### src/rtl/branch_predict_unit.sv
// ---------------------------------------------------------------------------
// branch_predict_unit
//
// Branch resolution and prediction for the pipelined MIPS datapath.
// The fetch side reads a table of 2-bit saturating counters (the BHT) to
// predict taken/not-taken for the current fetch PC. The execute side
// evaluates the branch condition and drives pc_src. When the outcome differs
// from the prediction carried down the pipe, it raises mispredict and
// supplies the correct next PC. It also trains the BHT and keeps saturating
// statistics counters.
//
// Ports:
//   clk, rst_n        - rising-edge clock, asynchronous active-low reset
//   if_pc             - fetch PC used to index the BHT
//   pred_taken        - prediction for if_pc (MSB of the indexed entry)
//   ex_valid          - EX stage holds a real instruction (0 = bubble)
//   ex_branch         - EX instruction is a conditional branch or jump
//   ex_cond           - branch condition code (BEQ..NEVER)
//   ex_zero, ex_neg   - ALU zero flag and sign bit of rs
//   ex_pc             - PC of the EX instruction
//   ex_pred_taken     - prediction that was made when this branch was fetched
//   ex_target         - computed branch target
//   pc_src            - branch resolved taken
//   mispredict        - flush IF/ID and redirect fetch
//   redirect_pc       - correct next PC while mispredict is high, else 0
//   stat_clr          - synchronous clear of the statistics counters
//   branch_count      - number of resolved branches (saturating)
//   mispredict_count  - number of mispredicted branches (saturating)
// ---------------------------------------------------------------------------
module branch_predict_unit #(
    parameter int         XLEN       = 32,
    parameter int         BHT_DEPTH  = 16,
    parameter logic [1:0] INIT_STATE = 2'b01,
    parameter int         CNT_W      = 16
) (
    input  logic             clk,
    input  logic             rst_n,
    input  logic [XLEN-1:0]  if_pc,
    output logic             pred_taken,
    input  logic             ex_valid,
    input  logic             ex_branch,
    input  logic [2:0]       ex_cond,
    input  logic             ex_zero,
    input  logic             ex_neg,
    input  logic [XLEN-1:0]  ex_pc,
    input  logic             ex_pred_taken,
    input  logic [XLEN-1:0]  ex_target,
    output logic             pc_src,
    output logic             mispredict,
    output logic [XLEN-1:0]  redirect_pc,
    input  logic             stat_clr,
    output logic [CNT_W-1:0] branch_count,
    output logic [CNT_W-1:0] mispredict_count
);

    localparam int IDX_W = $clog2(BHT_DEPTH);

    localparam logic [2:0] COND_BEQ    = 3'b000;
    localparam logic [2:0] COND_BNE    = 3'b001;
    localparam logic [2:0] COND_BLTZ   = 3'b010;
    localparam logic [2:0] COND_BGEZ   = 3'b011;
    localparam logic [2:0] COND_BLEZ   = 3'b100;
    localparam logic [2:0] COND_BGTZ   = 3'b101;
    localparam logic [2:0] COND_ALWAYS = 3'b110;
    localparam logic [2:0] COND_NEVER  = 3'b111;

    logic [1:0]       bht [BHT_DEPTH];
    logic [IDX_W-1:0] if_idx;
    logic [IDX_W-1:0] ex_idx;
    logic             taken;
    logic             resolve;
    logic [XLEN-1:0]  fallthrough_pc;

    // The word-offset bits and the PC bits above the index take no part in
    // the lookup; folding them here keeps that explicit.
    logic unused_pc_bits;
    assign unused_pc_bits = ^{if_pc[XLEN-1:IDX_W+2], if_pc[1:0]};

    // Instructions are word aligned, so the index starts at bit 2. PCs that
    // share these bits deliberately share one history entry.
    assign if_idx = if_pc[IDX_W+1:2];
    assign ex_idx = ex_pc[IDX_W+1:2];

    // The prediction is a plain table read with no bypass from the EX-side
    // update. A same-index update this cycle shows up on the next cycle.
    assign pred_taken = bht[if_idx][1];

    // Evaluate the branch condition from the ALU flags. The last two codes
    // give unconditional jumps and a never-taken form.
    always_comb begin
        taken = 1'b0;
        case (ex_cond)
            COND_BEQ:    taken = ex_zero;
            COND_BNE:    taken = ~ex_zero;
            COND_BLTZ:   taken = ex_neg;
            COND_BGEZ:   taken = ~ex_neg;
            COND_BLEZ:   taken = ex_neg | ex_zero;
            COND_BGTZ:   taken = ~ex_neg & ~ex_zero;
            COND_ALWAYS: taken = 1'b1;
            COND_NEVER:  taken = 1'b0;
            default:     taken = 1'b0;
        endcase
    end

    // A bubble never resolves, even when ex_branch is still asserted. The
    // redirect target is the branch target or the sequential PC, whichever
    // the prediction got wrong. The sequential PC wraps naturally at the top
    // of the address space.
    assign resolve        = ex_valid & ex_branch;
    assign pc_src         = resolve & taken;
    assign mispredict     = resolve & (taken != ex_pred_taken);
    assign fallthrough_pc = ex_pc + XLEN'(4);

    always_comb begin
        redirect_pc = '0;
        if (mispredict) begin
            redirect_pc = taken ? ex_target : fallthrough_pc;
        end
    end

    // Train the entry of the resolving branch. It counts up on taken and down
    // on not-taken, and holds at the ends. A reset returns every entry to the
    // initial weak state. A branch pending in EX at that moment is dropped.
    always_ff @(posedge clk or negedge rst_n) begin
        if (!rst_n) begin
            for (int i = 0; i < BHT_DEPTH; i++) begin
                bht[i] <= INIT_STATE;
            end
        end else if (resolve) begin
            if (taken) begin
                if (bht[ex_idx] != 2'b11) begin
                    bht[ex_idx] <= bht[ex_idx] + 2'b01;
                end
            end else begin
                if (bht[ex_idx] != 2'b00) begin
                    bht[ex_idx] <= bht[ex_idx] - 2'b01;
                end
            end
        end
    end

    // Statistics counters. A clear wins over an event in the same cycle, and
    // that event is not counted. Both counters stop at all-ones, so a long
    // run reads as "at least this many" and never wraps back to zero.
    always_ff @(posedge clk or negedge rst_n) begin
        if (!rst_n) begin
            branch_count     <= '0;
            mispredict_count <= '0;
        end else if (stat_clr) begin
            branch_count     <= '0;
            mispredict_count <= '0;
        end else begin
            if (resolve && !(&branch_count)) begin
                branch_count <= branch_count + CNT_W'(1);
            end
            if (mispredict && !(&mispredict_count)) begin
                mispredict_count <= mispredict_count + CNT_W'(1);
            end
        end
    end

endmodule

### config.mk
export PLATFORM = sky130hd
export DESIGN_NAME = branch_predict_unit
export DESIGN_NICKNAME = d
export VERILOG_FILES = /design/src/rtl/branch_predict_unit.sv
export SDC_FILE = /design/constraint.sdc
export NUM_CORES = 1
export LEC_CHECK = 0
export BUFFER_PORTS_ARGS = -buffer_cell sky130_fd_sc_hd__buf_2
export CAP_MARGIN = 25
export CORE_UTILIZATION = 35
export CTS_CLUSTER_SIZE = 8
export DETAILED_ROUTE_END_ITERATION = 12
export GPL_TIMING_DRIVEN = 0
export PLACE_DENSITY = 0.61
export SYNTH_ARGS = -nofsm -noshare
export SYNTH_HDL_FRONTEND = slang
export SYNTH_SLANG_ARGS = --single-unit
### constraint.sdc
create_clock -name clk -period 2.8 [get_ports clk]
set_input_delay 0.56 -clock clk [delete_from_list [all_inputs] [get_ports clk]]
set_output_delay 0.56 -clock clk [all_outputs]
set_load 0.005 [all_outputs]
# --- Word level (Yosys, flattened, before mapping) ---
# Cells that the tools add are included.
totals:
  regBits: 64
  latch_bits: 0
  mem_bits_rw: 0
  rom_bits: 0
  in_bits: 107
  out_inout_bits: 67
  elab_cells: 78
  mem_count: 0
op_classes:
  n_addsub: 5
  mul: 0
  div_mod_pow: 0
  order_cmp: 3
  n_eq_ne: 10
  n_shift: 0
  muxes: 20
  bitwise_logic: 9
  reduce_logical: 13
op_table:
  columns: ["cell", "n"]
  rows:
  - ["two-way mux 32 bit", 5]
  - ["bitwise mux 32 bit", 2]
  - ["two-way mux 16 bit", 4]
  - ["adder 16 x 1 -> 16 bit, second input constant", 2]
  - ["adder 32 x 3 -> 32 bit, second input constant", 1]
  - ["AND reduction 16 bit", 2]
  - ["binary-select mux 2 bit (select 4 bit)", 2]
  - ["equality test 3 bit, second input constant", 4]
  - ["greater-or-equal comparator 5 bit, second input constant", 2]
  - ["two-way mux 2 bit", 5]
  - ["NOT 4 -> 5 bit", 2]
  - ["demux 2 bit (select 4 bit)", 1]
  - ["case mux 1 bit (8 select lines)", 1]
  - ["nonzero test 2 bit", 4]
  - ["equality test 3 x 2 -> 1 bit, second input constant", 2]
  - ["< comparator 5 x 1 -> 1 bit, second input constant", 1]
  - ["AND 1 bit", 4]
  - ["equality test 3 x 1 -> 1 bit, second input constant", 1]
  - ["logical AND 1 bit", 3]
  - ["zero test 3 bit", 1]
  - ["AND reduction 3 bit", 1]
  - ["adder 2 x 1 -> 2 bit, second input constant", 1]
  - ["zero test 1 bit", 2]
  - ["inequality test 2 x 1 -> 1 bit, second input constant", 1]
  - ["other kinds (5)", 6]

# --- Logic depth before layout (Yosys ltp) ---
logic_depth:
  ltp_word: 8
  depth_mapped: 12
  mapped_depth_nobuf: 9

# --- Worst setup path after synthesis ---
# No wires, ideal clock.
synth_path:
  path_type: "input port to flip-flop"
  from: "in ex_pc[2]"
  to: "reg bht[29] (netlist bit)"
  setup_time_ns: 0.125
  t_arrival_ns: 2.868
  t_required_ns: 2.675
  path_slack_ns: -0.192
  stages: 11
  path_buffers: 3
  cell_sequence: "buf_6 > mux4_2 > mux2_2 > o21ai_4 > buf_4 > inv_1 > ha_1 > a21bo_1 > buf_4 > nand4b_1 > mux2_2"
synth_between:
  elab_chain_cells: 8
  elab_cells_between_ends: 21
  classes_between: "add/sub: 2; order compare: 2; eq/ne: 2; mux: 10; bitwise: 1; reduce/logical: 4"
synth_rtl:
  columns: ["element", "line", "source"]
  rows:
  - ["start: declaration", "45", "input logic [XLEN-1:0] ex_pc,"]
  - ["NOT 4 -> 5 bit (not written as such) *", null, null]
  - ["binary-select mux 2 bit (select 4 bit), or another cell as far along", null, null]
  - ["two-way mux 2 bit (not written as such) / logical AND 1 bit (equally long branches)", null, null]
  - ["two-way mux 2 bit, on equally long branches", null, null]
  - ["subtractor 2 x 1 -> 2 bit, or another cell as far along", "136", "bht[ex_idx] <= bht[ex_idx] - 2'b01;"]
  - ["bitwise mux 32 bit, on equally long branches", "136, 132", null]
  - ["two-way mux 32 bit, on equally long branches", "135, 131", null]
  - ["two-way mux 32 bit", "130", "if (taken) begin"]
  - ["end signal: indexed assignment", "132", "bht[ex_idx] <= bht[ex_idx] + 2'b01;"]
  - ["end signal: indexed assignment", "136", null]
  - ["end: declaration", "67", "logic [1:0] bht [BHT_DEPTH];"]
# Mark *: on every way between the ends. The rest lies on a longest branch, timed or not. The select of a mux whose other input is x is not followed.
# A chain may end at the register's enable or synchronous reset.

# --- Final worst setup path ---
layout_path:
  from: "in ex_cond[1]"
  to: "out redirect_pc[28]"
layout_between:
  elab_chain_cells: 5
  elab_cells_between_ends: 13
  classes_between: "eq/ne: 8; mux: 3; bitwise: 1; reduce/logical: 1"
layout_rtl:
  columns: ["element", "line", "source"]
  rows:
  - ["start: declaration", "42", "input logic [2:0] ex_cond,"]
  - ["equality test 3 bit, or another cell as far along", "92", "case (ex_cond)"]
  - ["case mux 1 bit (8 select lines) *", "92", null]
  - ["inequality test 1 bit", "111", "assign mispredict = resolve & (taken != ex_pred_taken);"]
  - ["AND 1 bit", "111", null]
  - ["two-way mux 32 bit *", "116", "if (mispredict) begin"]
  - ["end: declaration", "50", "output logic [XLEN-1:0] redirect_pc,"]
# Mark *: on every way between the ends. The rest lies on a longest branch, timed or not.

==> flow_metrics.py <==
metrics = {
    "cts": {
        "ctsLongestPathBuffers": 2,
        "clk-insertion-delay-late_ns": 0.33,
        "numClockSinks": 64,
        "worst_setup_hold_path_clk_slew_ns": 0.05,
        "cts_root_buf": "sky130_fd_sc_hd__clkbuf_16",
        "htree_levels": 3,
        "cts_hold_repair.buffers": 0,
        "clock_tree_from_tritoncts": "yes",
        "cts_buffers": 9,
    },
    "logic_synthesis": {
        "syn-num-nets": 628,
        "synthArstFlopShare": 1.00,
        "post_synth.cell_area_avg_sq_um": 9.58,
        "synth_enable_flop_cells": 0,
        "yosys_warnings": 0,
        "share_of_the_yosys_chip_area_belonging_to_registers": 0.330,
        "netlist_instances": 513,
        "synth_seq_cells": 64,
        "synth.distinct_cells": 63,
        "ys_dominant_reg_cell": "sky130_fd_sc_hd__dfrtp_1",
        "post_synth_instance_area_sq_um": 4920,
    },
    "flow_run": {
        "cap_viol_max_count": 0,
    },
    "grt": {
        "pin_count_of_the_biggest_net_entering_global_routing": 65,
        "grt_antenna_before_repair": 0,
        "number_of_global_route_vias_before_repair": 4724,
        "track_usage": 0.208,
        "grt_pass1_wl_mm": 24.0,
        "globalRouteOverflowTotal": 0,
    },
    "power_and_ir_drop": {
        "finalPower_w": 0.00362,
        "static_leak_nw": 2.90,
        "max-vdd-ir-drop_mv": 0.323,
        "power_per_cell_area_nw_per_um2": 539,
    },
    "worst_setup_path": {
        "worst_ep_arrival_time_ns": 2.26,
        "bufs_and_invs_on_worst_path": 4,
        "crit_path_end_kind": "output port",
        "crit_fanout": 8,
        "crit_path_max_cell_delay_ns": 0.39,
        "timing.critical_path.from_type": "input port",
        "cell_breakdown_of_the_critical_path": "buf_6, or3_4, o21ai_2, xnor3_2, or2_1, buf_6, buf_12, a211oi_2, buf_2",
        "path_common_cell": "sky130_fd_sc_hd__buf_6",
        "critical_path_class": "in2out",
        "crit_family": "simple AND/OR/NAND/NOR gates",
        "critical_path.slowest_cell": "sky130_fd_sc_hd__or3_4",
        "crit_required_ns": 2.24,
    },
    "sta": {
        "slew_headroom": 0.463,
        "hold_viol": 0,
        "clock_skew_after_layout_ns": 0.00604,
        "fmaxAchievable_ghz": 0.355,
        "timing.hold.ws_ns": 0.328,
        "maxSlewViolCount": 0,
        "min_period_ns": 2.82,
        "grt_setup_unrepaired": "true",
        "postLayoutSetupSlackWorst_ns": -0.0177,
        "finalSetupViolations": 7,
        "fin_setup_tns_ns": -0.0569,
        "post-route-period-util": 1.01,
        "slew_of_the_pin_with_the_lowest_slew_margin_ns": 0.806,
    },
    "placement": {
        "globalplace.congestion": 0.884,
        "port_buffers": 143,
        "placedInstanceArea_sq_um": 5910,
        "hpwlAfterDp_mm": 11.3,
    },
    "min_path": {
        "hold_path.class": "in2async",
    },
    "floorplan": {
        "die-height_um": 121,
        "ios": 174,
        "initial_standard_cell_utilization_of_the_core": 0.365,
        "die_w_um": 121,
        "floorplan.die_area_sq_um": 14500,
        "core_area_sq_um": 13500,
        "placement_rows": 42,
    },
    "detailed_routing": {
        "routed-via-count": 4800,
        "wire_per_inst_um": 17.4,
        "detailedRoute.firstIterationViolations": 223,
        "detailedRoute.firstPassIterationCount": 5,
        "drcViolationCount": 0,
        "viasPerCell": 5.54,
        "drtAntennaViolNets": 0,
        "totalWireLength_mm": 15.1,
    },
    "layout": {
        "sequential_cell_area_sq_um": 1620,
        "final_design_area_no_fill_sq_um": 6710,
        "area_growth_syn_to_layout_pct": 36.5,
        "multi_input_comb_area_sq_um": 3300,
        "drive_gt1_frac": 0.475,
        "finish.net_count": 800,
        "antenna-diode-count": 0,
        "fillers": 1279,
    },
    "run_status": {
        "failed_checks": "setup timing",
        "status": "finished with violations",
    },
}
-- cells in the mapped netlist (all sizes together), types with 2 or more instances --
master	n	share of area
ha	8	0.020
a221oi	4	0.0071
a2111oi	3	0.0053
xor2	15	0.027
nand4	21	0.028
nand2	32	0.025
or3	7	0.0099
o32ai	2	0.0036
inv	15	0.011
mux4	14	0.064
mux2i	3	0.0061
and2	4	0.0051
o211ai	2	0.0041
o31ai	6	0.0092
and4	5	0.0089
nor2b	3	0.0038
nor3	8	0.0081
nor2	59	0.045
nand3	33	0.035
mux2	37	0.085
dfstp	16	0.086
a21oi	17	0.017
nand2b	6	0.0076
o21ai	7	0.010
or2	5	0.0064
dfrtp	48	0.24
clkbuf	14	0.011
nand3b	4	0.0061
buf	19	0.025
a211oi	25	0.053
xnor2	28	0.051
nor4	6	0.0089
or4	7	0.011
and3	12	0.015
nand4b	6	0.011
-- kinds of logic after synthesis --
| logic type | share of synthesized area |
|---|---|
| multiplexers | 0.155 |
| adder cells (fa/ha/maj) | 0.0204 |
| AND/OR/NAND/NOR | 0.237 |
| AO/OA/AOI/OAI | 0.127 |
| XOR/XNOR | 0.0830 |
| flip-flops | 0.330 |
| buffers and inverters | 0.0476 |
-- power by group --
| part | internal (W) | leakage (nW) | switching (W) |
|---|---|---|---|
| sequential | 0.00115 | 0.823 | 0.000112 |
| clock | 0.000827 | 0.160 | 0.000398 |
| combinational | 0.000594 | 1.92 | 0.000536 |
-- layout by cell type, fill, tap and decap left out, types with 15 or more instances in the layout --
master / count
sky130_fd_sc_hd__buf_2: 141
sky130_fd_sc_hd__nor2_1: 58
sky130_fd_sc_hd__dfrtp_1: 48
sky130_fd_sc_hd__mux2_2: 34
sky130_fd_sc_hd__nand2_1: 29
sky130_fd_sc_hd__nand3_1: 28
sky130_fd_sc_hd__xnor2_1: 26
sky130_fd_sc_hd__buf_4: 21
sky130_fd_sc_hd__nand4_1: 20
sky130_fd_sc_hd__a211oi_2: 19
sky130_fd_sc_hd__dfstp_2: 16
sky130_fd_sc_hd__buf_6: 15
sky130_fd_sc_hd__xor2_1: 15
-- layer usage --
metal	vias to the layer above	wire length, um	GRT usage
li1	2243	-	-
met1	2324	6360	0.258
met2	197	7350	0.356
met3	36	848	0.0283
met4	0	531	0.100
met5	-	0	0
-- timing repair --
item	4_1_cts	5_1_grt
gates resized for setup	47	27
gates cloned	3	0
buffers inserted	14	4
pin swaps	12	9
setup endpoints to repair	63	62
-- path summary, 6_finish.rpt --
| check | start | slack [ns] | end | depth (start not counted) |
|---|---|---|---|---|
| setup reg to reg | bht[17]$_DFFE_PN0P_ | 0.23 | bht[29]$_DFFE_PN0P_ | 7 |
| hold / removal | rst_n | 0.33 | mispredict_count[15]$_DFFE_PN0P_ | 1 |
| min in group clk | bht[21]$_DFFE_PN0P_ | 0.53 | bht[21]$_DFFE_PN0P_ | 1 |
| setup / recovery | ex_cond[1] | -0.02 | redirect_pc[28] | 9 |
| max in group asynchronous | rst_n | 1.95 | bht[23]$_DFFE_PN0P_ | 1 |
| hold reg to reg | bht[21]$_DFFE_PN0P_ | 0.53 | bht[21]$_DFFE_PN0P_ | 1 |
-- worst register-to-register path, stage by stage (launching register included) --
cell,delay [ns]
sky130_fd_sc_hd__dfrtp_1,0.38
sky130_fd_sc_hd__mux4_2,0.50
sky130_fd_sc_hd__mux4_2,0.55
sky130_fd_sc_hd__ha_4,0.19
sky130_fd_sc_hd__a21bo_4,0.21
sky130_fd_sc_hd__buf_6,0.13
sky130_fd_sc_hd__nand4b_1,0.17
sky130_fd_sc_hd__mux2_4,0.34
-- per-stage QoR --
| stage | util | setup slack, ns | std cells |
|---|---|---|---|
| floorplan | - | -0.0613 | 513 |
| global placement | 0.439 | -0.554 | 832 |
| detailed placement | 0.439 | -0.575 | 832 |
| CTS | 0.488 | -0.0899 | 862 |
| global route | 0.499 | -0.107 | 866 |
| finish | 0.499 | -0.0177 | 866 |
-- area by class of cell --
type                    instances  area share
repair buffers                164       0.138
plain buffers                  30      0.0380
clock buffers                  13      0.0388
flip-flops and latches         64       0.242
well taps                     176      0.0328
multi-input cells             401       0.492
clock inverters                 3     0.00969
inverters                      15     0.00839
Note: power is estimated with default switching activity, not from simulation.
